===== src/rtl/control_sequencer_pkg.sv =====
// rtl/control_sequencer_pkg.sv - control word layout, opcodes, instruction classes and FSM states
package control_sequencer_pkg;

  localparam int OPC_W = 5;
  localparam int CW_W  = 20;

  localparam int CW_PC_OUT   = 0;
  localparam int CW_MAR_IN   = 1;
  localparam int CW_INC_PC   = 2;
  localparam int CW_Z_IN     = 3;
  localparam int CW_ZLOW_OUT = 4;
  localparam int CW_PC_IN    = 5;
  localparam int CW_READ     = 6;
  localparam int CW_MDR_IN   = 7;
  localparam int CW_MDR_OUT  = 8;
  localparam int CW_IR_IN    = 9;
  localparam int CW_GRA      = 10;
  localparam int CW_GRB      = 11;
  localparam int CW_GRC      = 12;
  localparam int CW_R_OUT    = 13;
  localparam int CW_Y_IN     = 14;
  localparam int CW_R_IN     = 15;
  localparam int CW_C_OUT    = 16;
  localparam int CW_BA_OUT   = 17;
  localparam int CW_CON_IN   = 18;
  localparam int CW_WRITE    = 19;

  localparam logic [OPC_W-1:0] OPC_ADD        = 5'b00000;
  localparam logic [OPC_W-1:0] OPC_ALUR_LAST  = 5'b01011;
  localparam logic [OPC_W-1:0] OPC_ALUI_FIRST = 5'b01100;
  localparam logic [OPC_W-1:0] OPC_ALUI_LAST  = 5'b01110;
  localparam logic [OPC_W-1:0] OPC_LD         = 5'b10000;
  localparam logic [OPC_W-1:0] OPC_ST         = 5'b10001;
  localparam logic [OPC_W-1:0] OPC_BR         = 5'b10010;
  localparam logic [OPC_W-1:0] OPC_HALT       = 5'b11011;

  typedef enum logic [2:0] {
    CLS_ALUR, CLS_ALUI, CLS_LD, CLS_ST, CLS_BR, CLS_HALT, CLS_ILL
  } cls_e;

  typedef enum logic [3:0] {
    ST_RST, ST_T0, ST_T1, ST_T2, ST_T3, ST_T4, ST_T5, ST_T6, ST_T7, ST_HALT
  } state_e;

  function automatic cls_e opc_class(input logic [OPC_W-1:0] opc);
    cls_e c;
    if (opc <= OPC_ALUR_LAST) begin
      c = CLS_ALUR;
    end else if (opc >= OPC_ALUI_FIRST && opc <= OPC_ALUI_LAST) begin
      c = CLS_ALUI;
    end else begin
      case (opc)
        OPC_LD:   c = CLS_LD;
        OPC_ST:   c = CLS_ST;
        OPC_BR:   c = CLS_BR;
        OPC_HALT: c = CLS_HALT;
        default:  c = CLS_ILL;
      endcase
    end
    return c;
  endfunction

  // RST and HALT report step 0 so the debug view never shows a stale step
  function automatic logic [2:0] state_tstep(input state_e s);
    logic [2:0] t;
    case (s)
      ST_T1:   t = 3'd1;
      ST_T2:   t = 3'd2;
      ST_T3:   t = 3'd3;
      ST_T4:   t = 3'd4;
      ST_T5:   t = 3'd5;
      ST_T6:   t = 3'd6;
      ST_T7:   t = 3'd7;
      default: t = 3'd0;
    endcase
    return t;
  endfunction

endpackage


===== src/rtl/control_sequencer_if.sv =====
// rtl/control_sequencer_if.sv - sequencer/datapath signal bundle; step_req exists only with SINGLE_STEP_EN
interface control_sequencer_if #(parameter int IR_W = 32);
  import control_sequencer_pkg::*;

  logic [IR_W-1:0]  ir;
  logic             branch_compare;
  logic             mem_ready;
`ifdef SINGLE_STEP_EN
  logic             step_req;
`endif
  logic [CW_W-1:0]  ctrl;
  logic [OPC_W-1:0] alu_op;
  logic [2:0]       tstep;
  logic             halted;
  logic             mem_err;
  logic             illegal;

  modport master (
`ifdef SINGLE_STEP_EN
    input  step_req,
`endif
    input  ir, branch_compare, mem_ready,
    output ctrl, alu_op, tstep, halted, mem_err, illegal
  );

  modport slave (
`ifdef SINGLE_STEP_EN
    output step_req,
`endif
    output ir, branch_compare, mem_ready,
    input  ctrl, alu_op, tstep, halted, mem_err, illegal
  );

endinterface


===== src/rtl/control_sequencer_ctrl_word_rom.sv =====
// rtl/control_sequencer_ctrl_word_rom.sv - combinational (state, class, branch_compare) to control word table
module control_sequencer_ctrl_word_rom
  import control_sequencer_pkg::*;
(
  input  state_e          state,
  input  cls_e            cls,
  input  logic            branch_compare,
  output logic [CW_W-1:0] ctrl
);

  // Each row drives exactly one source onto the bus
  always_comb begin
    ctrl = '0;
    case (state)
      ST_T0: begin
        ctrl[CW_PC_OUT] = 1'b1;
        ctrl[CW_MAR_IN] = 1'b1;
        ctrl[CW_INC_PC] = 1'b1;
        ctrl[CW_Z_IN]   = 1'b1;
      end
      ST_T1: begin
        ctrl[CW_ZLOW_OUT] = 1'b1;
        ctrl[CW_PC_IN]    = 1'b1;
        ctrl[CW_READ]     = 1'b1;
        ctrl[CW_MDR_IN]   = 1'b1;
      end
      ST_T2: begin
        ctrl[CW_MDR_OUT] = 1'b1;
        ctrl[CW_IR_IN]   = 1'b1;
      end
      ST_T3: begin
        case (cls)
          CLS_ALUR, CLS_ALUI: begin
            ctrl[CW_GRB]   = 1'b1;
            ctrl[CW_R_OUT] = 1'b1;
            ctrl[CW_Y_IN]  = 1'b1;
          end
          CLS_LD, CLS_ST: begin
            ctrl[CW_GRB]    = 1'b1;
            ctrl[CW_BA_OUT] = 1'b1;
            ctrl[CW_Y_IN]   = 1'b1;
          end
          CLS_BR: begin
            ctrl[CW_GRA]    = 1'b1;
            ctrl[CW_R_OUT]  = 1'b1;
            ctrl[CW_CON_IN] = 1'b1;
          end
          default: ;
        endcase
      end
      ST_T4: begin
        case (cls)
          CLS_ALUR: begin
            ctrl[CW_GRC]   = 1'b1;
            ctrl[CW_R_OUT] = 1'b1;
            ctrl[CW_Z_IN]  = 1'b1;
          end
          CLS_ALUI, CLS_LD, CLS_ST: begin
            ctrl[CW_C_OUT] = 1'b1;
            ctrl[CW_Z_IN]  = 1'b1;
          end
          CLS_BR: begin
            ctrl[CW_PC_OUT] = 1'b1;
            ctrl[CW_Y_IN]   = 1'b1;
          end
          default: ;
        endcase
      end
      ST_T5: begin
        case (cls)
          CLS_ALUR, CLS_ALUI: begin
            ctrl[CW_ZLOW_OUT] = 1'b1;
            ctrl[CW_GRA]      = 1'b1;
            ctrl[CW_R_IN]     = 1'b1;
          end
          CLS_LD, CLS_ST: begin
            ctrl[CW_ZLOW_OUT] = 1'b1;
            ctrl[CW_MAR_IN]   = 1'b1;
          end
          CLS_BR: begin
            ctrl[CW_C_OUT] = 1'b1;
            ctrl[CW_Z_IN]  = 1'b1;
          end
          default: ;
        endcase
      end
      ST_T6: begin
        case (cls)
          CLS_LD: begin
            ctrl[CW_READ]   = 1'b1;
            ctrl[CW_MDR_IN] = 1'b1;
          end
          CLS_ST: begin
            ctrl[CW_GRA]    = 1'b1;
            ctrl[CW_R_OUT]  = 1'b1;
            ctrl[CW_MDR_IN] = 1'b1;
          end
          CLS_BR: begin
            ctrl[CW_ZLOW_OUT] = 1'b1;
            ctrl[CW_PC_IN]    = branch_compare;
          end
          default: ;
        endcase
      end
      ST_T7: begin
        case (cls)
          CLS_LD: begin
            ctrl[CW_MDR_OUT] = 1'b1;
            ctrl[CW_GRA]     = 1'b1;
            ctrl[CW_R_IN]    = 1'b1;
          end
          CLS_ST: ctrl[CW_WRITE] = 1'b1;
          default: ;
        endcase
      end
      default: ;
    endcase
  end

endmodule


===== src/rtl/control_sequencer.sv =====
// rtl/control_sequencer.sv - T0..T7 hardwired control FSM with memory wait/timeout; SINGLE_STEP_EN gates advance on step_req
module control_sequencer
  import control_sequencer_pkg::*;
#(
  parameter int IR_W    = 32,
  parameter int TMO_CYC = 15
) (
  input  logic                clk,
  input  logic                rst,
  control_sequencer_if.master bus
);

  localparam int CNT_W = $clog2(TMO_CYC + 1);

  state_e           state;
  state_e           state_nxt;
  logic [OPC_W-1:0] opc_q;
  logic [OPC_W-1:0] opc_cur;
  cls_e             cls;
  logic [CNT_W-1:0] wait_cnt;
  logic             mem_err_q;
  logic             advance;
  logic             is_wait;
  logic             stall;
  logic             timeout;

`ifdef SINGLE_STEP_EN
  assign advance = bus.step_req;
`else
  assign advance = 1'b1;
`endif

  // IR only becomes valid in T3, so T3 decodes the live opcode and later steps use the latched copy
  assign opc_cur = (state == ST_T3) ? bus.ir[IR_W-1 -: OPC_W] : opc_q;
  assign cls     = opc_class(opc_cur);

  assign is_wait = (state == ST_T1) ||
                   (state == ST_T6 && cls == CLS_LD) ||
                   (state == ST_T7 && cls == CLS_ST);
  assign stall   = is_wait && !bus.mem_ready;
  assign timeout = stall && (wait_cnt == CNT_W'(TMO_CYC - 1));

  always_comb begin
    state_nxt = state;
    if (advance) begin
      if (timeout) begin
        state_nxt = ST_HALT;
      end else if (!stall) begin
        case (state)
          ST_RST: state_nxt = ST_T0;
          ST_T0:  state_nxt = ST_T1;
          ST_T1:  state_nxt = ST_T2;
          ST_T2:  state_nxt = ST_T3;
          ST_T3: begin
            case (cls)
              CLS_HALT: state_nxt = ST_HALT;
              CLS_ILL:  state_nxt = ST_T0;
              default:  state_nxt = ST_T4;
            endcase
          end
          ST_T4:  state_nxt = ST_T5;
          ST_T5:  state_nxt = (cls == CLS_ALUR || cls == CLS_ALUI) ? ST_T0 : ST_T6;
          ST_T6:  state_nxt = (cls == CLS_BR) ? ST_T0 : ST_T7;
          ST_T7:  state_nxt = ST_T0;
          ST_HALT: state_nxt = ST_HALT;
          default: state_nxt = ST_RST;
        endcase
      end
    end
  end

  always_ff @(posedge clk or posedge rst) begin
    if (rst) begin
      state     <= ST_RST;
      opc_q     <= '0;
      wait_cnt  <= '0;
      mem_err_q <= 1'b0;
    end else begin
      state <= state_nxt;
      if (advance) begin
        if (state == ST_T3) begin
          opc_q <= bus.ir[IR_W-1 -: OPC_W];
        end
        // Counter runs only across consecutive stalled cycles of one wait step
        if (stall && !timeout) begin
          wait_cnt <= wait_cnt + CNT_W'(1);
        end else begin
          wait_cnt <= '0;
        end
        if (timeout) begin
          mem_err_q <= 1'b1;
        end
      end
    end
  end

  control_sequencer_ctrl_word_rom u_rom (
    .state          (state),
    .cls            (cls),
    .branch_compare (bus.branch_compare),
    .ctrl           (bus.ctrl)
  );

  assign bus.alu_op  = ((cls == CLS_ALUR || cls == CLS_ALUI) && state >= ST_T3 && state <= ST_T7)
                       ? opc_cur : OPC_ADD;
  assign bus.tstep   = state_tstep(state);
  assign bus.halted  = (state == ST_HALT);
  assign bus.mem_err = mem_err_q;
  assign bus.illegal = (state == ST_T3) && (cls == CLS_ILL);

endmodule

===== src/flat_wrapper.sv =====
// flat-port wrapper written by rule: the top's interface ports become plain ports
module control_sequencer_flat import control_sequencer_pkg::*;
#(
  parameter int IR_W    = 32,
  parameter int TMO_CYC = 15
)
  (clk, rst, bus_ir, bus_branch_compare, bus_mem_ready, bus_ctrl, bus_alu_op, bus_tstep, bus_halted, bus_mem_err, bus_illegal);
  control_sequencer_if #(.IR_W(IR_W)) bus_i ();
  input  logic clk;
  input  logic rst;
  input wire logic [$bits(bus_i.ir)-1:0] bus_ir;
  input wire logic [$bits(bus_i.branch_compare)-1:0] bus_branch_compare;
  input wire logic [$bits(bus_i.mem_ready)-1:0] bus_mem_ready;
  output wire logic [$bits(bus_i.ctrl)-1:0] bus_ctrl;
  output wire logic [$bits(bus_i.alu_op)-1:0] bus_alu_op;
  output wire logic [$bits(bus_i.tstep)-1:0] bus_tstep;
  output wire logic [$bits(bus_i.halted)-1:0] bus_halted;
  output wire logic [$bits(bus_i.mem_err)-1:0] bus_mem_err;
  output wire logic [$bits(bus_i.illegal)-1:0] bus_illegal;
  assign bus_i.ir = bus_ir;
  assign bus_i.branch_compare = bus_branch_compare;
  assign bus_i.mem_ready = bus_mem_ready;
  assign bus_ctrl = bus_i.ctrl;
  assign bus_alu_op = bus_i.alu_op;
  assign bus_tstep = bus_i.tstep;
  assign bus_halted = bus_i.halted;
  assign bus_mem_err = bus_i.mem_err;
  assign bus_illegal = bus_i.illegal;
  control_sequencer #(.IR_W(IR_W), .TMO_CYC(TMO_CYC)) u_core (.clk(clk), .rst(rst), .bus(bus_i));
endmodule

===== config.mk =====
export PLATFORM = sky130hd
export DESIGN_NAME = control_sequencer_flat
export DESIGN_NICKNAME = d
export VERILOG_FILES = /design/src/rtl/control_sequencer_pkg.sv /design/src/rtl/control_sequencer_if.sv /design/src/rtl/control_sequencer_ctrl_word_rom.sv /design/src/rtl/control_sequencer.sv /design/src/flat_wrapper.sv
export SDC_FILE = /design/constraint.sdc
export NUM_CORES = 1
export LEC_CHECK = 0
export ABC_AREA = 1
export BUFFER_PORTS_ARGS = -buffer_cell sky130_fd_sc_hd__buf_4
export CAP_MARGIN = 10
export CORE_AREA = 2 2 57 59
export DETAILED_ROUTE_END_ITERATION = 10
export DIE_AREA = 0 0 59 61
export GPL_ROUTABILITY_DRIVEN = 0
export PLACE_DENSITY = 0.78
export SETUP_SLACK_MARGIN = 0.4
export SLEW_MARGIN = 40
export SYNTH_ARGS = -nofsm -noshare
export SYNTH_HDL_FRONTEND = slang
export SYNTH_SLANG_ARGS = --single-unit

===== constraint.sdc =====
create_clock -name clk -period 2.4 [get_ports clk]
set_input_delay 0.36 -clock clk [delete_from_list [all_inputs] [get_ports clk]]
set_output_delay 0.36 -clock clk [all_outputs]
set_load 0.1 [all_outputs]

==> results of run 1 <==
metrics by stage:
stage / cell area, sq um / hold slack, ns / setup slack (ns) / cells
floorplan: 1546 / 0.2492 / -0.2012 / 194
global placement: 1933 / 0.4293 / 0.05344 / 274
detailed placement: 1933 / 0.4414 / 0.02124 / 274
CTS: 2641 / 0.1334 / -0.1803 / 300
what timing repair did:
action                     CTS
gates resized for setup    120
setup endpoints to repair   27
buffers inserted            22
pin swaps                   11
cells by family after synthesis:
logic type      share of synthesized area (%)
flops                                   27.21
compound gates                          11.76
fa+ha+maj                               1.943
simple gates                            44.70
buf+inv                                 12.73
xor+xnor                                1.361
other cells                            0.2913
==> impl_results.html, run 1 <==
<table>
<tr><th>Metric</th><th>Value</th></tr>
<tr><th colspan="2">Run status</th></tr>
<tr><td>Run status</td><td>did not finish</td></tr>
<tr><td>Step where the flow halted</td><td>global routing</td></tr>
<tr><td>Halt Reason</td><td>[ERROR DPL-0038] Utilization greater than 100%, impossible to legalize</td></tr>
<tr><th colspan="2">Floorplan</th></tr>
<tr><td>Std-Cell Rows</td><td>20</td></tr>
<tr><td>I/O Pins</td><td>67</td></tr>
<tr><td>Initial core utilization</td><td>43.60%</td></tr>
<tr><td>Vertical die dimension</td><td>61 microns</td></tr>
<tr><td>Width of the die</td><td>59 microns</td></tr>
<tr><th colspan="2">Clock network</th></tr>
<tr><td>Number of hold-repair buffers added at the cts stage</td><td>0</td></tr>
<tr><td>Clock tree root buffer cell</td><td>clkbuf_4</td></tr>
<tr><td>Clock buffers created by TritonCTS</td><td>3</td></tr>
<tr><td>TritonCTS sink count</td><td>14</td></tr>
<tr><td>Htree depth</td><td>1</td></tr>
<tr><td>Maximum clock insertion buffer count</td><td>2</td></tr>
<tr><th colspan="2">Synthesis</th></tr>
<tr><td>Number of flops mapped to enable cells by yosys</td><td>0</td></tr>
<tr><td>Top area cells in the synthesized netlist</td><td>dfrtp_1 27%, nand2_1 11%, inv_1 9.9%, nor2_1 8.5%, nand2_2 5.3%</td></tr>
<tr><td>Number of register bits inferred by synthesis</td><td>14</td></tr>
<tr><td>Synth Area per Inst</td><td>6.637 sq um</td></tr>
<tr><td>Post-synthesis instance total</td><td>194</td></tr>
<tr><td>Warning count from the yosys run</td><td>0</td></tr>
<tr><td>Synth cell types</td><td>32</td></tr>
<tr><td>Count leader, synth</td><td>nand2_1</td></tr>
<tr><td>Synth top cells by count</td><td>38 x nand2_1, 34 x inv_1, 29 x nor2_1, 14 x dfrtp_1, 13 x nand3_1</td></tr>
<tr><td>Main synth FF type</td><td>dfrtp_1</td></tr>
<tr><td>Register area share after synthesis</td><td>27.21%</td></tr>
<tr><td>Fraction of registers with async set/reset</td><td>100.0%</td></tr>
<tr><td>Share of Yosys cell area claimed by the top area cell type</td><td>27.21%</td></tr>
<tr><td>Post-Synthesis Net Count</td><td>232</td></tr>
<tr><td>Synthesized area</td><td>0.001287 sq mm</td></tr>
<tr><td>Cell type with the highest aggregate area in the netlist</td><td>dfrtp_1</td></tr>
<tr><th colspan="2">STA</th></tr>
<tr><td>Worst-path endpoint category</td><td>output port</td></tr>
<tr><td>Final worst endpoint reported by repair_timing after global routing</td><td>bus_ctrl[19]</td></tr>
<tr><th colspan="2">Place</th></tr>
<tr><td>Post-detailed-placement half-perimeter wirelength</td><td>2.876 mm</td></tr>
<tr><td>Number of input and output port buffers inserted</td><td>38</td></tr>
<tr><th colspan="2">Global routing</th></tr>
<tr><td>Maximum number of pins on one net before global-route repair</td><td>15</td></tr>
</table>
==> run 2, diff against run 1 <==
--- a/config.mk
+++ b/config.mk
@@ -8,12 +8,11 @@
 export ABC_AREA = 1
 export BUFFER_PORTS_ARGS = -buffer_cell sky130_fd_sc_hd__buf_4
 export CAP_MARGIN = 10
-export CORE_AREA = 2 2 57 59
+export CORE_AREA = 2 2 63 65
 export DETAILED_ROUTE_END_ITERATION = 10
-export DIE_AREA = 0 0 59 61
+export DIE_AREA = 0 0 65 67
 export GPL_ROUTABILITY_DRIVEN = 0
-export PLACE_DENSITY = 0.78
-export SETUP_SLACK_MARGIN = 0.4
+export PLACE_DENSITY_LB_ADDON = 0.15
 export SLEW_MARGIN = 40
 export SYNTH_ARGS = -nofsm -noshare
 export SYNTH_HDL_FRONTEND = slang
==> impl_results.html, run 2 <==
<table>
<tr><th>Metric</th><th>Value</th></tr>
<tr><th colspan="2">Flow run</th></tr>
<tr><td>Total of max-cap violations</td><td>0</td></tr>
<tr><th colspan="2">Route</th></tr>
<tr><td>Number of routed nets with antenna violations</td><td>0</td></tr>
<tr><td>Number of optimization iterations in the first detailed-route pass</td><td>4</td></tr>
<tr><td>Metal1 wirelength</td><td>1.804 mm</td></tr>
<tr><td>Starting DRC count in detailed routing</td><td>60</td></tr>
<tr><td>Wire length per cell</td><td>13.35 microns</td></tr>
<tr><td>Vias per inst</td><td>4.725</td></tr>
<tr><td>Total Wirelength</td><td>4.327 mm</td></tr>
<tr><td>DRC violations left</td><td>0</td></tr>
<tr><td>Length of routed met3 wiring</td><td>119 microns</td></tr>
<tr><td>Total vias in the final route</td><td>1531</td></tr>
<tr><td>Top routing layer used</td><td>met4</td></tr>
<tr><td>Met2 routed WL</td><td>2.360 mm</td></tr>
<tr><th colspan="2">STA</th></tr>
<tr><td>Number of setup violations in the final report</td><td>10</td></tr>
<tr><td>RSZ-0062 raised after global routing</td><td>yes</td></tr>
<tr><td>Final max-slew violation count</td><td>0</td></tr>
<tr><td>Maximum operating frequency</td><td>401.8 MHz</td></tr>
<tr><td>Tmin final</td><td>2.489 ns</td></tr>
<tr><td>Final count of hold timing violations</td><td>0</td></tr>
<tr><td>Crit share post-route</td><td>103.7%</td></tr>
<tr><td>Worst setup margin</td><td>-0.08868 ns</td></tr>
<tr><td>Worst max-slew margin expressed relative to the limit</td><td>64.67%</td></tr>
<tr><td>Slew at the pin with the worst max-slew slack</td><td>0.5294 ns</td></tr>
<tr><td>Setup Skew</td><td>0.001407 ns</td></tr>
<tr><th colspan="2">Global routing</th></tr>
<tr><td>Via count of the first global-routing pass</td><td>1419</td></tr>
<tr><td>First-pass GRT wire length</td><td>6.334 mm</td></tr>
<tr><td>Overall track demand over capacity in global routing</td><td>18.95%</td></tr>
<tr><td>Total global routing overflow</td><td>0</td></tr>
<tr><td>Antenna violations before repair</td><td>0</td></tr>
<tr><td>Maximum number of pins on one net before global-route repair</td><td>15</td></tr>
<tr><th colspan="2">Floorplan</th></tr>
<tr><td>Std-Cell Rows</td><td>22 (was 20)</td></tr>
<tr><td>I/O Pins</td><td>67 (unchanged)</td></tr>
<tr><td>Area of the die</td><td>0.004355 sq mm</td></tr>
<tr><td>CORE AREA</td><td>0.003606 sq mm</td></tr>
<tr><td>Vertical die dimension</td><td>67 microns (was 61 microns)</td></tr>
<tr><td>Width of the die</td><td>65 microns (was 59 microns)</td></tr>
<tr><td>Initial core utilization</td><td>35.70% (was 43.60%)</td></tr>
<tr><th colspan="2">Clock network</th></tr>
<tr><td>Maximum clock insertion buffer count</td><td>2 (unchanged)</td></tr>
<tr><td>Clock-pin slew of the registers on the worst-case setup and hold paths</td><td>0.06 ns</td></tr>
<tr><td>Clk Latency, worst-skew pair</td><td>0.24 ns</td></tr>
<tr><td>TritonCTS sink count</td><td>14 (unchanged)</td></tr>
<tr><td>Clock buffers created by TritonCTS</td><td>3 (unchanged)</td></tr>
<tr><td>CTS tree</td><td>done</td></tr>
<tr><td>Clock tree root buffer cell</td><td>clkbuf_8 (was clkbuf_4)</td></tr>
<tr><td>Htree depth</td><td>1 (unchanged)</td></tr>
<tr><th colspan="2">Synthesis</th></tr>
<tr><td>Top area cells in the synthesized netlist</td><td>dfrtp_1 27%, nand2_1 11%, inv_1 9.9%, nor2_1 8.5%, nand2_2 5.3% (unchanged)</td></tr>
<tr><td>Number of flops mapped to enable cells by yosys</td><td>0 (unchanged)</td></tr>
<tr><td>Synth cell types</td><td>32 (unchanged)</td></tr>
<tr><td>Post-Synthesis Net Count</td><td>232 (unchanged)</td></tr>
<tr><td>Share of Yosys cell area claimed by the top area cell type</td><td>27.21% (unchanged)</td></tr>
<tr><td>Main synth FF type</td><td>dfrtp_1 (unchanged)</td></tr>
<tr><td>Count leader, synth</td><td>nand2_1 (unchanged)</td></tr>
<tr><td>Fraction of registers with async set/reset</td><td>100.0% (unchanged)</td></tr>
<tr><td>Register area share after synthesis</td><td>27.21% (unchanged)</td></tr>
<tr><td>Synth top cells by count</td><td>38 x nand2_1, 34 x inv_1, 29 x nor2_1, 14 x dfrtp_1, 13 x nand3_1 (unchanged)</td></tr>
<tr><td>Cell type with the highest aggregate area in the netlist</td><td>dfrtp_1 (unchanged)</td></tr>
<tr><td>Post-synthesis instance total</td><td>194 (unchanged)</td></tr>
<tr><td>Warning count from the yosys run</td><td>0 (unchanged)</td></tr>
<tr><td>Synth Area per Inst</td><td>6.637 sq um (unchanged)</td></tr>
<tr><td>Synthesized area</td><td>0.001287 sq mm (unchanged)</td></tr>
<tr><td>Number of register bits inferred by synthesis</td><td>14 (unchanged)</td></tr>
<tr><th colspan="2">Cells and area</th></tr>
<tr><td>Area Growth Syn to Fin</td><td>97.67%</td></tr>
<tr><td>Largest reg by FF count</td><td>u_core.opc_q</td></tr>
<tr><td>Most common cell after layout, fill and taps aside</td><td>buf_4</td></tr>
<tr><td>Most used cells in the layout excluding fill and tap cells</td><td>54 x buf_4, 29 x inv_1, 21 x nand2_1</td></tr>
<tr><td>Final layout net count</td><td>315</td></tr>
<tr><td>Fraction of final layout cells sized beyond drive strength 1</td><td>58.33%</td></tr>
<tr><td>Fill cell total of the finished layout</td><td>295</td></tr>
<tr><td>Flip-flop count of the largest register, all copies and words added</td><td>5</td></tr>
<tr><td>Share of the core filled with cells</td><td>70.58%</td></tr>
<tr><td>Final non-filler cell area</td><td>0.002545 sq mm</td></tr>
<tr><td>ANT cells</td><td>0</td></tr>
<tr><td>Registers with the highest flip-flop counts</td><td>u_core.opc_q: 5 flops, u_core.state: 4 flops, u_core.wait_cnt: 4 flops</td></tr>
<tr><th colspan="2">Place</th></tr>
<tr><td>Number of input and output port buffers inserted</td><td>38 (unchanged)</td></tr>
<tr><td>Post-detailed-placement half-perimeter wirelength</td><td>2.942 mm (was 2.876 mm)</td></tr>
<tr><td>Cell area after placement</td><td>0.001989 sq mm (was 0.001933 sq mm)</td></tr>
<tr><th colspan="2">Setup path</th></tr>
<tr><td>Worst r2r src</td><td>u_core.state[3]</td></tr>
<tr><td>Crit-path max FO</td><td>6</td></tr>
<tr><td>Kind of capture point of the worst setup path</td><td>primary output</td></tr>
<tr><td>Worst setup path startpoint</td><td>u_core.state[3]</td></tr>
<tr><td>Worst R2R End</td><td>u_core.state[2]</td></tr>
<tr><td>Cell depth of the worst flop-to-flop path</td><td>13</td></tr>
<tr><td>Worst reg-to-reg setup slack</td><td>0.27 ns</td></tr>
<tr><td>WP data required</td><td>2.04 ns</td></tr>
<tr><td>CP startpoint kind</td><td>flop</td></tr>
<tr><td>Arrival time worst endpoint</td><td>2.13 ns</td></tr>
<tr><td>Start-to-end type of the worst setup path</td><td>reg2out</td></tr>
<tr><th colspan="2">Run status</th></tr>
<tr><td>Violated checks</td><td>setup timing</td></tr>
<tr><td>Run status</td><td>finished with violations (was did not finish)</td></tr>
<tr><th colspan="2">Hold path</th></tr>
<tr><td>Worst hold path type</td><td>in2async</td></tr>
</table>
[run 2: cell type report]
cell class                 instances  area [sq um]  share of cell area [%]
tap                               48         60.06                   2.360
clock buffer                       4         55.05                   2.163
sequential                        14         351.6                   13.82
inverter                          38         158.9                   6.244
timing repair buffer              79         847.1                   33.28
multi-input combinational        141          1072                   42.13
[run 2: how the worst max path moves through the flow]
| stage | slack (ns) | to | cells past startpoint |
|---|---|---|---|
| finish | -0.09 | bus_alu_op[0] | 12 |
| floorplan | -0.70 | bus_tstep[1] | 5 |
| global placement | 0.08 | bus_ctrl[5] | 14 |
| CTS | -0.08 | bus_alu_op[0] | 12 |
| detailed placement | 0.07 | bus_alu_op[0] | 11 |
| global route | -0.20 | bus_alu_op[0] | 12 |
[run 2: layer usage]
layer | global-route usage, % | vias to the layer above
met2 | 36.08 | 28
met5 | 0 | -
li1 | - | 775
met1 | 22.47 | 722
met4 | 3.989 | 0
met3 | 2.534 | 6
[run 2: worst max-delay path, stage by stage, from the launching register on]
cell and delay, ns:
dfrtp_2 0.43, nor2_4 0.23, nand2_4 0.13, nand2_4 0.09, nand2_4 0.07, inv_4 0.07
nand2_4 0.06, o21ai_4 0.21, inv_4 0.08, o21ai_4 0.07, or2_1 0.16, clkinvlp_4 0.11
buf_12 0.17
[run 2: cells by family after synthesis]
| group | after synthesis | synth area share, % |
|---|---|---|
| and+or+nand+nor | 115 | 44.70 |
| buffers and inverters | 40 | 12.73 |
| other | 1 | 0.2913 |
| AOI/OAI and AO/OA | 20 | 11.76 |
| adders and majority gates | 2 | 1.943 |
| DFF | 14 | 27.21 |
| xor gates and xnor gates | 2 | 1.361 |
[run 2: stage by stage]
step / setup WS (ns) / instances / setup TNS, ns / hold slack [ns]
global placement: 0.07684 / 302 / 0 / 0.4335
floorplan: -0.7035 / 194 / -2.594 / 0.2492
finish: -0.08868 / 324 / -0.4834 / 0.1575
CTS: -0.07622 / 315 / -0.4609 / 0.1754
detailed placement: 0.06728 / 302 / 0 / 0.4374
global route: -0.2047 / 324 / -2.533 / 0.2185
[run 2: repair_timing]
| action | 4_1_cts | 5_1_grt |
|---|---|---|
| setup endpoints to repair | 20 | 23 |
| hold buffers | 0 | 0 |
| gates resized for setup | 55 | 42 |
| pin swaps | 8 | 9 |
| cloned | 1 | 0 |
| hold endpoints to repair | 0 | 0 |
| buffers inserted | 8 | 10 |
Power of run 2 is left out: the tool's default activity adds up to more than one toggle a clock period on the data nets, which glitch-free logic cannot reach.
==> run 3, diff against run 2 <==
--- a/config.mk
+++ b/config.mk
@@ -7,12 +7,12 @@
 export LEC_CHECK = 0
 export ABC_AREA = 1
 export BUFFER_PORTS_ARGS = -buffer_cell sky130_fd_sc_hd__buf_4
-export CAP_MARGIN = 10
 export CORE_AREA = 2 2 63 65
 export DETAILED_ROUTE_END_ITERATION = 10
 export DIE_AREA = 0 0 65 67
 export GPL_ROUTABILITY_DRIVEN = 0
 export PLACE_DENSITY_LB_ADDON = 0.15
+export SKIP_LAST_GASP = 1
 export SLEW_MARGIN = 40
 export SYNTH_ARGS = -nofsm -noshare
 export SYNTH_HDL_FRONTEND = slang
==> impl_results.html, run 3 (synthesized netlist as in run 2, its figures left out) <==
<table>
<tr><th>Metric</th><th>Value</th></tr>
<tr><th colspan="2">Run status</th></tr>
<tr><td>Run status</td><td>finished with violations (unchanged)</td></tr>
<tr><td>Violated checks</td><td>setup timing (unchanged)</td></tr>
<tr><th colspan="2">Route</th></tr>
<tr><td>Starting DRC count in detailed routing</td><td>69 (was 60)</td></tr>
<tr><td>Total Wirelength</td><td>4.369 mm (was 4.327 mm)</td></tr>
<tr><td>DRC violations left</td><td>0 (unchanged)</td></tr>
<tr><td>Total vias in the final route</td><td>1552 (was 1531)</td></tr>
<tr><td>Number of routed nets with antenna violations</td><td>0 (unchanged)</td></tr>
<tr><td>Wire length per cell</td><td>13.36 microns (was 13.35 microns)</td></tr>
<tr><td>Vias per inst</td><td>4.746 (was 4.725)</td></tr>
<tr><td>Number of optimization iterations in the first detailed-route pass</td><td>4 (unchanged)</td></tr>
<tr><th colspan="2">STA</th></tr>
<tr><td>Tightest hold margin</td><td>0.1581 ns (was 0.1575 ns)</td></tr>
<tr><td>Setup Skew</td><td>0.001763 ns (was 0.001407 ns)</td></tr>
<tr><td>Crit share post-route</td><td>103.7% (about the same)</td></tr>
<tr><td>Number of setup violations in the final report</td><td>10 (unchanged)</td></tr>
<tr><td>RSZ-0062 raised after global routing</td><td>yes (unchanged)</td></tr>
<tr><td>Final count of hold timing violations</td><td>0 (unchanged)</td></tr>
<tr><td>Slew at the pin with the worst max-slew slack</td><td>0.5302 ns (was 0.5294 ns)</td></tr>
<tr><td>Tmin final</td><td>2.489 ns (about the same)</td></tr>
<tr><td>Final max-slew violation count</td><td>0 (unchanged)</td></tr>
<tr><td>Maximum operating frequency</td><td>401.7 MHz (was 401.8 MHz)</td></tr>
<tr><td>Worst setup margin</td><td>-0.08914 ns (was -0.08868 ns)</td></tr>
<tr><td>Worst max-slew margin expressed relative to the limit</td><td>64.61% (was 64.67%)</td></tr>
<tr><th colspan="2">Cells and area</th></tr>
<tr><td>Flip-flop count of the largest register, all copies and words added</td><td>5 (unchanged)</td></tr>
<tr><td>Largest reg by FF count</td><td>u_core.opc_q (unchanged)</td></tr>
<tr><td>Most used cells in the layout excluding fill and tap cells</td><td>57 x buf_4, 29 x inv_1, 22 x nand2_1 (was 54 x buf_4, 29 x inv_1, 21 x nand2_1)</td></tr>
<tr><td>Most common cell after layout, fill and taps aside</td><td>buf_4 (unchanged)</td></tr>
<tr><td>ANT cells</td><td>0 (unchanged)</td></tr>
<tr><td>Fill cell total of the finished layout</td><td>285 (was 295)</td></tr>
<tr><td>Area used by multi-input combinational logic</td><td>0.001077 sq mm (was 0.001072 sq mm)</td></tr>
<tr><td>Reg area</td><td>351.6 sq um (unchanged)</td></tr>
<tr><td>Registers with the highest flip-flop counts</td><td>u_core.opc_q: 5 flops, u_core.state: 4 flops, u_core.wait_cnt: 4 flops (unchanged)</td></tr>
<tr><td>Final layout net count</td><td>318 (was 315)</td></tr>
<tr><td>Fraction of final layout cells sized beyond drive strength 1</td><td>58.06% (was 58.33%)</td></tr>
<tr><td>Area Growth Syn to Fin</td><td>99.81% (was 97.67%)</td></tr>
<tr><th colspan="2">Setup path</th></tr>
<tr><td>Worst reg-to-reg setup slack</td><td>0.27 ns (about the same)</td></tr>
<tr><td>Critical path's slowest cell</td><td>dfrtp_2 (unchanged)</td></tr>
<tr><td>CP startpoint kind</td><td>flop (unchanged)</td></tr>
<tr><td>WP data required</td><td>2.04 ns (about the same)</td></tr>
<tr><td>Logic depth of the worst path, buffers included</td><td>12 (unchanged)</td></tr>
<tr><td>Worst r2r src</td><td>u_core.state[3] (unchanged)</td></tr>
<tr><td>Worst R2R End</td><td>u_core.state[2] (unchanged)</td></tr>
<tr><td>Critical-path cell list</td><td>nor2_4, nand2_4, nand2_4, nand2_4, inv_4, nand2_4, o21ai_4, inv_4, o21ai_4, or2_1, clkinvlp_4, buf_12 (unchanged)</td></tr>
<tr><td>Number of buffers and inverters on the critical path</td><td>4 (unchanged)</td></tr>
<tr><td>Critical path's largest stage delay</td><td>0.43 ns (about the same)</td></tr>
<tr><td>Kind of capture point of the worst setup path</td><td>primary output (unchanged)</td></tr>
<tr><td>Cell class contributing the biggest share of worst-path delay</td><td>simple AND/OR/NAND/NOR gates (unchanged)</td></tr>
<tr><td>Arrival time worst endpoint</td><td>2.13 ns (about the same)</td></tr>
<tr><td>Crit-path max FO</td><td>6 (unchanged)</td></tr>
<tr><td>Start-to-end type of the worst setup path</td><td>reg2out (unchanged)</td></tr>
<tr><td>Cell type with the highest occurrence count on the critical path</td><td>nand2_4 (unchanged)</td></tr>
<tr><td>Cell depth of the worst flop-to-flop path</td><td>13 (unchanged)</td></tr>
<tr><th colspan="2">Global routing</th></tr>
<tr><td>Overall track demand over capacity in global routing</td><td>18.95% (unchanged)</td></tr>
<tr><td>Global Route met3 Usage</td><td>2.534% (unchanged)</td></tr>
<tr><td>Antenna violations before repair</td><td>0 (unchanged)</td></tr>
<tr><td>Maximum number of pins on one net before global-route repair</td><td>15 (unchanged)</td></tr>
<tr><td>Global routing's busiest layer</td><td>met2 (unchanged)</td></tr>
<tr><td>Met2 usage in global routing</td><td>36.08% (unchanged)</td></tr>
<tr><td>Met1 Resource Use GR</td><td>22.47% (unchanged)</td></tr>
<tr><td>Via count of the first global-routing pass</td><td>1419 (unchanged)</td></tr>
<tr><td>First-pass GRT wire length</td><td>6.334 mm (unchanged)</td></tr>
<tr><td>Total global routing overflow</td><td>0 (unchanged)</td></tr>
<tr><th colspan="2">Floorplan</th></tr>
<tr><td>Vertical die dimension</td><td>67 microns (unchanged)</td></tr>
<tr><td>Area of the die</td><td>0.004355 sq mm (unchanged)</td></tr>
<tr><td>CORE AREA</td><td>0.003606 sq mm (unchanged)</td></tr>
<tr><td>Width of the die</td><td>65 microns (unchanged)</td></tr>
<tr><td>Initial core utilization</td><td>35.70% (unchanged)</td></tr>
<tr><td>Std-Cell Rows</td><td>22 (unchanged)</td></tr>
<tr><td>I/O Pins</td><td>67 (unchanged)</td></tr>
<tr><th colspan="2">Flow run</th></tr>
<tr><td>Total of max-cap violations</td><td>0 (unchanged)</td></tr>
<tr><th colspan="2">Clock network</th></tr>
<tr><td>Htree depth</td><td>1 (unchanged)</td></tr>
<tr><td>Clock tree root buffer cell</td><td>clkbuf_8 (unchanged)</td></tr>
<tr><td>Number of hold-repair buffers added at the cts stage</td><td>0 (unchanged)</td></tr>
<tr><td>CTS tree</td><td>done (unchanged)</td></tr>
<tr><td>TritonCTS sink count</td><td>14 (unchanged)</td></tr>
<tr><td>Clk Latency, worst-skew pair</td><td>0.24 ns (about the same)</td></tr>
<tr><td>Clock buffers created by TritonCTS</td><td>3 (unchanged)</td></tr>
<tr><td>Clock-pin slew of the registers on the worst-case setup and hold paths</td><td>0.06 ns (about the same)</td></tr>
<tr><td>Maximum clock insertion buffer count</td><td>2 (unchanged)</td></tr>
<tr><th colspan="2">Place</th></tr>
<tr><td>Setup WS pre-CTS</td><td>0.06728 ns (unchanged)</td></tr>
<tr><td>Number of input and output port buffers inserted</td><td>38 (unchanged)</td></tr>
<tr><td>Post-detailed-placement half-perimeter wirelength</td><td>2.942 mm (unchanged)</td></tr>
<tr><th colspan="2">Hold path</th></tr>
<tr><td>Worst hold path type</td><td>in2async (unchanged)</td></tr>
</table>
-- run 3: what timing repair did --
action / 4_1_cts / 5_1_grt
setup endpoints to repair: 20 / 23
gates resized for setup: 53 / 43
buffers inserted: 8 / 12
hold endpoints to repair: 0 / 0
gates cloned: 1 / 0
pin swaps: 8 / 8
-- run 3: worst max-delay path by stage --
stage,from,to,slack [ns]
2_1_floorplan,u_core.state[2],bus_tstep[1],-0.70
3_3_place_gp,u_core.state[3],bus_ctrl[5],0.08
3_5_place_dp,u_core.state[3],bus_alu_op[0],0.07
4_1_cts,u_core.state[3],bus_alu_op[0],-0.08
5_1_grt,u_core.state[3],bus_alu_op[0],-0.21
6_report,u_core.state[3],bus_alu_op[0],-0.09
-- run 3: cell type report --
cell class              instances  area share [%]
flip-flops and latches         14           13.67
repair buffers                 82           33.80
multi-input cells             141           41.88
inverters                      38           6.177
clock buffers                   4           2.140
well taps                      48           2.335
-- run 3: metal layers --
layer,vias to the layer above,share of wire [%]
li1,782,-
met1,722,41
met2,42,55
met3,6,3.2
met4,0,0.96
met5,-,0
-- run 3: worst reg2reg max path: cells and delay by family (launching register included) --
family | cells | cell delay, ns
flops | 1 | 0.43
simple gates | 7 | 0.74
compound gates | 2 | 0.35
buf+inv | 4 | 0.49
-- run 3: stage by stage --
stage | cell area [sq um] | TNS [ns] | utilization [%] | std cells
6_report | 2572 | -0.4823 | 71.34 | 327
5_1_grt | 2572 | -2.351 | 71.34 | 327
4_1_cts | 2312 | -0.4748 | 64.12 | 315
3_5_place_dp | 1989 | 0 | 55.17 | 302
3_3_place_gp | 1989 | 0 | 55.17 | 302
2_1_floorplan | 1486 | -2.594 | - | 194
Power of run 3 is left out for the same reason.
==> run 4, diff against run 3 <==
==> constraint.sdc (replaced) <==
create_clock -name clk -period 2.4 [get_ports clk]
set_input_delay 0.36 -clock clk [delete_from_list [all_inputs] [get_ports clk]]
set_output_delay 0.36 -clock clk [all_outputs]
set_load 0.005 [all_outputs]
==> impl_results.html, run 4 (synthesized netlist as in run 2, its figures left out) <==
<table>
<tr><th>Metric</th><th>Value</th></tr>
<tr><th colspan="2">Clock network</th></tr>
<tr><td>Clock tree root buffer cell</td><td>clkbuf_8 (unchanged)</td></tr>
<tr><td>Clk Latency, worst-skew pair</td><td>0.24 ns (about the same)</td></tr>
<tr><td>Maximum clock insertion buffer count</td><td>2 (unchanged)</td></tr>
<tr><td>Clock-pin slew of the registers on the worst-case setup and hold paths</td><td>0.06 ns (about the same)</td></tr>
<tr><td>CTS tree</td><td>done (unchanged)</td></tr>
<tr><td>Htree depth</td><td>1 (unchanged)</td></tr>
<tr><td>TritonCTS sink count</td><td>14 (unchanged)</td></tr>
<tr><td>Clock buffers created by TritonCTS</td><td>3 (unchanged)</td></tr>
<tr><th colspan="2">Place</th></tr>
<tr><td>Post-detailed-placement half-perimeter wirelength</td><td>2.773 mm (was 2.942 mm)</td></tr>
<tr><td>Cell area after placement</td><td>0.001697 sq mm (was 0.001989 sq mm)</td></tr>
<tr><td>Number of input and output port buffers inserted</td><td>38 (unchanged)</td></tr>
<tr><td>Setup WS pre-CTS</td><td>0.1742 ns (was 0.06728 ns)</td></tr>
<tr><th colspan="2">Setup path</th></tr>
<tr><td>Capture point of the worst path</td><td>bus_alu_op[0] (unchanged)</td></tr>
<tr><td>Worst R2R End</td><td>u_core.state[0] (was u_core.state[2])</td></tr>
<tr><td>Crit-path max FO</td><td>5 (was 6)</td></tr>
<tr><td>Critical-path cell list</td><td>nor2_4, buf_6, nand3_1, nand2_2, inv_2, nand2_2, o21ai_4, inv_4, o21ai_4, or2_1, inv_1, buf_4 (was nor2_4, nand2_4, nand2_4, nand2_4, inv_4, nand2_4, o21ai_4, inv_4, o21ai_4, or2_1, clkinvlp_4, buf_12)</td></tr>
<tr><td>Cell depth of the worst flop-to-flop path</td><td>13 (unchanged)</td></tr>
<tr><td>Worst reg-to-reg setup slack</td><td>0.45 ns (was 0.27 ns)</td></tr>
<tr><td>Start-to-end type of the worst setup path</td><td>reg2out (unchanged)</td></tr>
<tr><td>Arrival time worst endpoint</td><td>2.04 ns (was 2.13 ns)</td></tr>
<tr><td>Critical path's largest stage delay</td><td>0.45 ns (was 0.43 ns)</td></tr>
<tr><td>Critical path's slowest cell</td><td>dfrtp_2 (unchanged)</td></tr>
<tr><td>Kind of capture point of the worst setup path</td><td>primary output (unchanged)</td></tr>
<tr><td>Worst setup path startpoint</td><td>u_core.state[0] (was u_core.state[3])</td></tr>
<tr><td>WP data required</td><td>2.04 ns (about the same)</td></tr>
<tr><td>Worst r2r src</td><td>u_core.state[0] (was u_core.state[3])</td></tr>
<tr><td>CP startpoint kind</td><td>flop (unchanged)</td></tr>
<tr><th colspan="2">Floorplan</th></tr>
<tr><td>I/O Pins</td><td>67 (unchanged)</td></tr>
<tr><td>CORE AREA</td><td>0.003606 sq mm (unchanged)</td></tr>
<tr><td>Area of the die</td><td>0.004355 sq mm (unchanged)</td></tr>
<tr><td>Initial core utilization</td><td>35.70% (unchanged)</td></tr>
<tr><td>Vertical die dimension</td><td>67 microns (unchanged)</td></tr>
<tr><td>Std-Cell Rows</td><td>22 (unchanged)</td></tr>
<tr><td>Width of the die</td><td>65 microns (unchanged)</td></tr>
<tr><th colspan="2">Pwr</th></tr>
<tr><td>Peak supply drop</td><td>537.8 uV</td></tr>
<tr><td>Power per standard cell area</td><td>1261 mW/mm^2</td></tr>
<tr><td>Sum of internal, switching and leakage power</td><td>0.002435 W</td></tr>
<tr><td>LEAKAGE</td><td>1.093 nW</td></tr>
<tr><th colspan="2">Route</th></tr>
<tr><td>Starting DRC count in detailed routing</td><td>86 (was 69)</td></tr>
<tr><td>Number of routed nets with antenna violations</td><td>0 (unchanged)</td></tr>
<tr><td>Vias per inst</td><td>4.627 (was 4.746)</td></tr>
<tr><td>Total Wirelength</td><td>3.687 mm (was 4.369 mm)</td></tr>
<tr><td>DRC violations left</td><td>0 (unchanged)</td></tr>
<tr><td>Total vias in the final route</td><td>1416 (was 1552)</td></tr>
<tr><td>Number of optimization iterations in the first detailed-route pass</td><td>4 (unchanged)</td></tr>
<tr><td>Wire length per cell</td><td>12.05 microns (was 13.36 microns)</td></tr>
<tr><th colspan="2">Cells and area</th></tr>
<tr><td>Most common cell after layout, fill and taps aside</td><td>buf_4 (unchanged)</td></tr>
<tr><td>ANT cells</td><td>0 (unchanged)</td></tr>
<tr><td>Fraction of final layout cells sized beyond drive strength 1</td><td>42.25% (was 58.06%)</td></tr>
<tr><td>Area used by multi-input combinational logic</td><td>838.3 sq um (was 0.001077 sq mm)</td></tr>
<tr><td>Registers with the highest flip-flop counts</td><td>u_core.opc_q: 5 flops, u_core.state: 4 flops, u_core.wait_cnt: 4 flops (unchanged)</td></tr>
<tr><td>Final non-filler cell area</td><td>0.001931 sq mm (was 0.002572 sq mm)</td></tr>
<tr><td>Final layout net count</td><td>297 (was 318)</td></tr>
<tr><td>Largest reg by FF count</td><td>u_core.opc_q (unchanged)</td></tr>
<tr><td>Reg area</td><td>354.1 sq um (was 351.6 sq um)</td></tr>
<tr><td>Most used cells in the layout excluding fill and tap cells</td><td>57 x buf_4, 35 x nand2_1, 29 x inv_1 (was 57 x buf_4, 29 x inv_1, 22 x nand2_1)</td></tr>
<tr><td>Area Growth Syn to Fin</td><td>49.95% (was 99.81%)</td></tr>
<tr><td>Fill cell total of the finished layout</td><td>378 (was 285)</td></tr>
<tr><td>Flip-flop count of the largest register, all copies and words added</td><td>5 (unchanged)</td></tr>
<tr><th colspan="2">STA</th></tr>
<tr><td>Number of setup violations in the final report</td><td>1 (was 10)</td></tr>
<tr><td>Worst max-slew margin expressed relative to the limit</td><td>62.90% (was 64.61%)</td></tr>
<tr><td>Maximum operating frequency</td><td>416.2 MHz (was 401.7 MHz)</td></tr>
<tr><td>Final max-slew violation count</td><td>0 (unchanged)</td></tr>
<tr><td>Crit share post-route</td><td>100.1% (was 103.7%)</td></tr>
<tr><td>RSZ-0062 raised after global routing</td><td>yes (unchanged)</td></tr>
<tr><td>Worst setup margin</td><td>-0.002487 ns (was -0.08914 ns)</td></tr>
<tr><td>Final count of hold timing violations</td><td>0 (unchanged)</td></tr>
<tr><td>Slew at the pin with the worst max-slew slack</td><td>0.5559 ns (was 0.5302 ns)</td></tr>
<tr><td>Setup Skew</td><td>0.002471 ns (was 0.001763 ns)</td></tr>
<tr><td>Sum of negative setup slack</td><td>-0.002487 ns (was -0.4823 ns)</td></tr>
<tr><td>Tmin final</td><td>2.402 ns (was 2.489 ns)</td></tr>
<tr><th colspan="2">Global routing</th></tr>
<tr><td>Antenna violations before repair</td><td>0 (unchanged)</td></tr>
<tr><td>Overall track demand over capacity in global routing</td><td>17.16% (was 18.95%)</td></tr>
<tr><td>Maximum number of pins on one net before global-route repair</td><td>15 (unchanged)</td></tr>
<tr><td>First-pass GRT wire length</td><td>5.802 mm (was 6.334 mm)</td></tr>
<tr><td>Total global routing overflow</td><td>0 (unchanged)</td></tr>
<tr><td>Via count of the first global-routing pass</td><td>1327 (was 1419)</td></tr>
<tr><th colspan="2">Run status</th></tr>
<tr><td>Run status</td><td>finished with violations (unchanged)</td></tr>
<tr><td>Violated checks</td><td>setup timing (unchanged)</td></tr>
<tr><th colspan="2">Flow run</th></tr>
<tr><td>Total of max-cap violations</td><td>0 (unchanged)</td></tr>
<tr><th colspan="2">Hold path</th></tr>
<tr><td>Worst hold path type</td><td>in2async (unchanged)</td></tr>
</table>
## run 4: changes by cell type in the layout (fill, tap and decap cells not counted), moves of 4 or more
cell and change:
nand2_4 -9, nand2_1 +13, buf_12 -17, nand2_2 -4
nor2_4 -10, o21ai_0 +4, o21ai_4 -4, nor2_1 +12
## run 4: final cells by class
class / count / share of cell area [%]
Tap cell: 48 / 3.111
Inverter: 38 / 7.777
Multi-Input combinational cell: 141 / 43.42
Sequential cell: 14 / 18.34
Timing Repair Buffer: 61 / 24.50
Clock buffer: 4 / 2.852
## run 4: through the flow
stage | util (%) | hold slack [ns] | instances
2_1_floorplan | - | 0.2492 | 194
3_3_place_gp | 47.05 | 0.4493 | 289
3_5_place_dp | 47.05 | 0.4537 | 289
4_1_cts | 49.41 | 0.1889 | 295
5_1_grt | 53.54 | 0.2236 | 306
6_report | 53.54 | 0.1708 | 306
## run 4: worst min-delay path by stage
stage / startpoint / endpoint / slack [ns] / depth (start not counted)
global route: rst / u_core.wait_cnt[0] / 0.22 / 2
floorplan: rst / u_core.bus.mem_err / 0.25 / 1
finish: rst / u_core.opc_q[1] / 0.17 / 2
detailed placement: rst / u_core.opc_q[2] / 0.45 / 2
CTS: rst / u_core.wait_cnt[1] / 0.19 / 2
global placement: rst / u_core.opc_q[2] / 0.45 / 2
## run 4: what timing repair did
| action | CTS | global route |
|---|---|---|
| gates cloned | 0 | 1 |
| hold buffers | 0 | 0 |
| endpoints found under the setup margin | 14 | 11 |
| pin swaps | 2 | 8 |
| buffers inserted | 2 | 10 |
| gates resized for setup | 8 | 19 |
## run 4: power breakdown
group	internal, W	switching (W)	total [W]	leakage, nW
Sequential	0.000320	0.0000694	0.000389	0.172
Clock	0.000145	0.0000821	0.000227	0.0288
Combinational	0.000794	0.00102	0.00182	0.893
## run 4: critical path: cells and delay by family, from the launching register on
kind	cells	cell delay, ns
AND/OR/NAND/NOR	5	0.73
flip-flops	1	0.45
AO/OA/AOI/OAI	2	0.16
buffers and inverters	5	0.46
## run 4: routing by layer
layer	share of wire, %	routed length (microns)	GRT usage, %
met5	0	0	0
met4	1.7	61	5.319
met3	4.5	167	3.547
met2	48	1780	29.64
met1	45	1677	21.34
Power figures use the tool's default switching activity.
